## src/rtl/cpu_pkg.sv

```systemverilog
// Shared pipeline definitions: hazard-unit state encoding, the hardwired zero
// register and the default memory-wait limits.
package cpu_pkg;

  typedef enum logic {
    ST_RUN      = 1'b0,
    ST_MEM_WAIT = 1'b1
  } state_t;

  localparam logic [4:0] REG_ZERO        = 5'd0;
  localparam int         MEM_TIMEOUT_DEF = 16;
  localparam int         CNT_W_DEF       = 8;

endpackage

```

## src/rtl/hazard_unit_mem_wait_timer.sv

```systemverilog
// Counts cycles spent waiting on data memory and flags the abort point.
// start loads 1, clear returns to idle (0), a non-zero count keeps advancing.
module mem_wait_timer
  import cpu_pkg::*;
#(
  parameter int MEM_TIMEOUT = MEM_TIMEOUT_DEF,
  parameter int CNT_W       = CNT_W_DEF
) (
  input  logic clk_i,
  input  logic rst_i,
  input  logic start,
  input  logic clear,
  output logic timeout
);

  logic [CNT_W-1:0] waitCnt;

  // NOTE: state registers use non-blocking assignments so every flop samples
  // pre-edge values, independent of the order in which blocks are evaluated.
  always_ff @(posedge clk_i) begin
    if (!rst_i) begin
      waitCnt <= '0;
    end else if (clear) begin
      waitCnt <= '0;
    end else if (start) begin
      waitCnt <= CNT_W'(1);
    end else if (waitCnt != '0) begin
      waitCnt <= waitCnt + 1'b1;
    end
  end

  // An idle counter reads 0, which never matches since MEM_TIMEOUT >= 2.
  assign timeout = (waitCnt == CNT_W'(MEM_TIMEOUT - 1));

endmodule

```

## src/rtl/hazard_unit.sv

```systemverilog
// ID-side stall/flush controller: load-use bubble, taken-branch flush and
// memory-wait freeze with timeout. HAZARD_PERF_EN adds stall/flush counters.
module hazard_unit
  import cpu_pkg::*;
#(
  parameter int MEM_TIMEOUT = MEM_TIMEOUT_DEF,
  parameter int CNT_W       = CNT_W_DEF
) (
  input  logic             clk_i,
  input  logic             rst_i,
  input  logic [4:0]       ID_RegRS_i,
  input  logic [4:0]       ID_RegRT_i,
  input  logic             IE_MemRead_i,
  input  logic [4:0]       IE_RegRT_i,
  input  logic             ID_BranchTaken_i,
  input  logic             mem_req_i,
  input  logic             mem_ack_i,
  output logic             PCWrite_o,
  output logic             IFID_Write_o,
  output logic             IFID_Flush_o,
  output logic             IDEX_Bubble_o,
  output logic             Freeze_o,
`ifdef HAZARD_PERF_EN
  output logic [CNT_W-1:0] stall_cnt_o,
  output logic [CNT_W-1:0] flush_cnt_o,
`endif
  output logic             err_o
);

  state_t state;
  logic   timeout;
  logic   timerStart;
  logic   timerClear;
  logic   freezeC;
  logic   loadUseC;

  assign timerStart = (state == ST_RUN) && mem_req_i && !mem_ack_i;
  assign timerClear = (state == ST_MEM_WAIT) && (mem_ack_i || timeout);

  assign freezeC  = ((state == ST_RUN) && mem_req_i && !mem_ack_i) ||
                    ((state == ST_MEM_WAIT) && !mem_ack_i && !timeout);
  assign loadUseC = IE_MemRead_i && (IE_RegRT_i != REG_ZERO) &&
                    ((IE_RegRT_i == ID_RegRS_i) || (IE_RegRT_i == ID_RegRT_i));

  mem_wait_timer #(
    .MEM_TIMEOUT(MEM_TIMEOUT),
    .CNT_W      (CNT_W)
  ) u_timer (
    .clk_i  (clk_i),
    .rst_i  (rst_i),
    .start  (timerStart),
    .clear  (timerClear),
    .timeout(timeout)
  );

  always_ff @(posedge clk_i) begin
    if (!rst_i) begin
      state <= ST_RUN;
      err_o <= 1'b0;
    end else begin
      case (state)
        ST_RUN: begin
          if (timerStart) state <= ST_MEM_WAIT;
        end
        ST_MEM_WAIT: begin
          // Ack outranks a coinciding timeout, so err_o is set only on a true abort.
          if (mem_ack_i) begin
            state <= ST_RUN;
          end else if (timeout) begin
            state <= ST_RUN;
            err_o <= 1'b1;
          end
        end
        default: state <= ST_RUN;
      endcase
    end
  end

  // NOTE: every output gets a default before the priority chain, so no path
  // leaves one unassigned and no latch is inferred.
  always_comb begin
    PCWrite_o     = 1'b1;
    IFID_Write_o  = 1'b1;
    IFID_Flush_o  = 1'b0;
    IDEX_Bubble_o = 1'b0;
    Freeze_o      = 1'b0;
    if (rst_i) begin
      if (freezeC) begin
        Freeze_o     = 1'b1;
        PCWrite_o    = 1'b0;
        IFID_Write_o = 1'b0;
      end else if (loadUseC) begin
        PCWrite_o     = 1'b0;
        IFID_Write_o  = 1'b0;
        IDEX_Bubble_o = 1'b1;
      end else if (ID_BranchTaken_i) begin
        IFID_Flush_o = 1'b1;
      end
    end
  end

`ifdef HAZARD_PERF_EN
  always_ff @(posedge clk_i) begin
    if (!rst_i) begin
      stall_cnt_o <= '0;
      flush_cnt_o <= '0;
    end else begin
      if ((Freeze_o || IDEX_Bubble_o) && (stall_cnt_o != '1))
        stall_cnt_o <= stall_cnt_o + 1'b1;
      if (IFID_Flush_o && (flush_cnt_o != '1))
        flush_cnt_o <= flush_cnt_o + 1'b1;
    end
  end
`endif

endmodule

```

## config.mk

```make
export PLATFORM = sky130hd
export DESIGN_NAME = hazard_unit
export DESIGN_NICKNAME = d
export VERILOG_FILES = /design/src/rtl/cpu_pkg.sv /design/src/rtl/hazard_unit_mem_wait_timer.sv /design/src/rtl/hazard_unit.sv
export SDC_FILE = /design/constraint.sdc
export NUM_CORES = 1
export LEC_CHECK = 0
export CAP_MARGIN = 20
export CORE_ASPECT_RATIO = 1.1
export CORE_MARGIN = 2
export CORE_UTILIZATION = 42
export CTS_CLUSTER_DIAMETER = 40
export CTS_CLUSTER_SIZE = 16
export DETAILED_ROUTE_END_ITERATION = 8
export PLACE_DENSITY = 0.77
export SLEW_MARGIN = 10
export SYNTH_ARGS = -nofsm -noshare
export SYNTH_HDL_FRONTEND = slang
export SYNTH_SLANG_ARGS = --single-unit
```

## constraint.sdc

```tcl
create_clock -name clk_i -period 2.2 [get_ports clk_i]
set_input_delay 0.55 -clock clk_i [delete_from_list [all_inputs] [get_ports clk_i]]
set_output_delay 0.55 -clock clk_i [all_outputs]
set_load 0.03 [all_outputs]
```

==> results.yml <==
timing:
  relSlewSlack_pct: 70.46
  whs_ns: 0.5343
  setup_ws_ns: -0.1977
  finalSetupTns_ns: -0.6709
  max_freq_mhz: 417.1
  rsz0062_at_grt: "true"
  hold_viol_final: 0
  setup_viol: 5
  period_minus_slack_ns: 2.398
  slew_violations: 0
  period_share_pct: 109.0
  finClkSkew_ns: 0.001634
  tightest_slew_ns: 0.4432
floorplanning:
  core_area_mm2: 0.001577
  die_y_um: 46.99
  dieArea_mm2: 0.002024
  fp-row-count: 15
  fp.dieW_um: 43.08
  ioPinCount: 27
  start_util_pct: 44.76
setup_path:
  cpLargestDelayFamily: "simple AND/OR/NAND/NOR gates"
  cpPeakStageDelay_ns: 0.52
  critPathRequiredTime_ns: 1.65
  path_class: "input port to output port"
  arrival_ns: 1.85
  cpMostUsedCell: "buf_6"
  reg2reg_slack_ns: 0.39
  critical_path_buf_inv_count: 3
  cp-end-kind: "output port"
  start_kind: "input port"
  cp_max_fo: 3
  worstPathCellList: "buf_8, or4_4, o21a_1, buf_6, a31oi_4, buf_6"
  cp_slowest_cell: "or4_4"
power:
  finalPower_mw: 0.5501
  p_leak_nw: 0.5998
  power.share.clock_pct: 31.3
  p_int_mw: 0.3863
  switching_share_pct: 29.78
  p_sw_mw: 0.1638
  p_seq_share_pct: 34.8
  vdd_drop_max_mv: 0.3518
  p_comb_share_pct: 33.9
  power.density_mw_per_mm2: 424.0
global_route:
  grt_pass1_wl_um: 3381
  use_met1_pct: 24.07
  grtUsageTotal_pct: 22.89
  first_global_vias: 821
  antenna_found_initial: 0
  grt_max_degree: 8
  grtUsageMet2_pct: 44.48
  top_usage_layer: "met2"
  use_met3_pct: 7.692
  grt_overflow: 0
cells_and_area:
  fin_util_pct: 82.30
  antenna_cells: 0
  layout_common_cells: "buf_4, xnor2_1, buf_6, dfxtp_1, dlymetal6s2s_1"
  syn_to_final_growth_pct: 83.86
  drive_gt1_share_pct: 37.41
  final_common_cell: "buf_4"
  nNetsFinal: 163
cts:
  cts_root_buf: "clkbuf_4"
  cts_sinks: 10
  cts_tree: "built"
  cts_max_path_buffers: 2
  clkTransAtPathRegs_ns: 0.07
  cts_made_buffers: 3
  clk_latency_ns: 0.27
  htreeDepth: 1
routing:
  wl_per_cell_um: 16.93
  dr.first_iter.drc_count: 33
  drt_wl_total_um: 2641
  drt_pass1_iterations: 4
  remaining_drc_errors: 0
  via_per_inst: 5.718
  route.vias.total: 892
  ant_nets: 0
outcome:
  status: "finished with violations"
  violations: "negative setup slack"
synthesis:
  yosysSeqAreaShare_pct: 28.37
  syn_nets: 108
  synthFlopType: "dfxtp_1"
  yosysWarnings: 0
  synth_seq_cells: 10
  syn_inst: 85
  syn_avg_cell_area_um2: 8.302
  synth-async-reset-ratio_pct: 0
  synth_edf_count: 0
  synth.distinct_cells: 31
  syn_area_um2: 705.7
place:
  routabilityCongestion: 0.7805
  io_buffer_count: 26
  hpwlAfterDp_um: 1544
  place_ws_ns: -0.8459
run:
  maxCapViolCount: 0
hold_path:
  hp-class: "flip-flop to flip-flop"
-- layer usage --
metal,part of all wire (%),vias up
li1,-,414
met3,7.2,6
met1,39,422
met2,52,50
met4,2.2,0
met5,0,-
-- through the flow --
step | cells | cell area, um2
floorplan | 85 | 728.2
global placement | 147 | 1146
detailed placement | 147 | 1146
CTS | 153 | 1219
global route | 156 | 1297
finish | 156 | 1297
-- final timing paths --
path	to	start	cells after the start
setup / recovery	IFID_Write_o	IE_RegRT_i[4]	6
hold / removal	err_o	err_o	1
setup reg to reg	u_timer.waitCnt[5]	u_timer.waitCnt[0]	6
hold reg to reg	err_o	err_o	1
-- sequential cells by signal, indices dropped and copies added (netlist names) --
name / count
u_timer.waitCnt: 8
err_o: 1
state: 1
-- synthesized netlist by cell type (all sizes together) (2+ instances only) --
| library cell | count | area [um2] |
|---|---|---|
| nor3b | 2 | 15.01 |
| o21a | 3 | 22.52 |
| xor2 | 3 | 26.28 |
| ha | 2 | 25.02 |
| inv | 3 | 11.26 |
| nand2 | 4 | 15.01 |
| and3 | 2 | 12.51 |
| a21oi | 6 | 30.03 |
| nor2 | 6 | 22.52 |
| o21ai | 3 | 15.01 |
| nor3 | 6 | 35.03 |
| xnor2 | 13 | 113.9 |
| or4 | 2 | 18.77 |
| dfxtp | 10 | 200.2 |
| nand3 | 6 | 30.03 |
-- layout make-up --
class	count	area, um2
fill	87	279.0
sequential	10	202.7
tap	17	21.27
timing repair buffer	52	489.2
clock buffer	4	36.28
inverter	3	11.26
multi-input combinational	70	536.8
-- worst reg2reg max path, stage by stage, from the launching register on --
cell and delay (ns):
dfxtp_2 0.34, buf_4 0.14, inv_1 0.07, ha_1 0.15, or3b_2 0.49, a21oi_1 0.39, nor3_1 0.11
-- what timing repair did --
| item | in CTS | in global routing |
|---|---|---|
| setup endpoints to repair | 5 | 5 |
| buffers inserted | 2 | 3 |
| gates resized for setup | 37 | 19 |
| hold buffers | 0 | 0 |
| pin swaps | 10 | 16 |
-- power by group through the flow --
stage	clock network, mW	registers (mW)	logic, mW
final	0.172	0.192	0.186
after global placement	0	0.193	0.161
after global routing	0.185	0.192	0.199
after detailed placement	0	0.193	0.164
after CTS	0.173	0.189	0.169
after floorplan	0	0.195	0.0800
-- cell families (layout without fill, tap and decap cells) --
kind of cell	Yosys count	in the layout	share of synthesized area, %
flops	10	10	28.37
fa+ha+maj	2	2	3.546
simple gates	35	35	30.14
buf+inv	5	59	3.191
compound gates	17	17	14.89
xor+xnor	16	16	19.86
No activity file was read; power rests on OpenSTA's default activity.
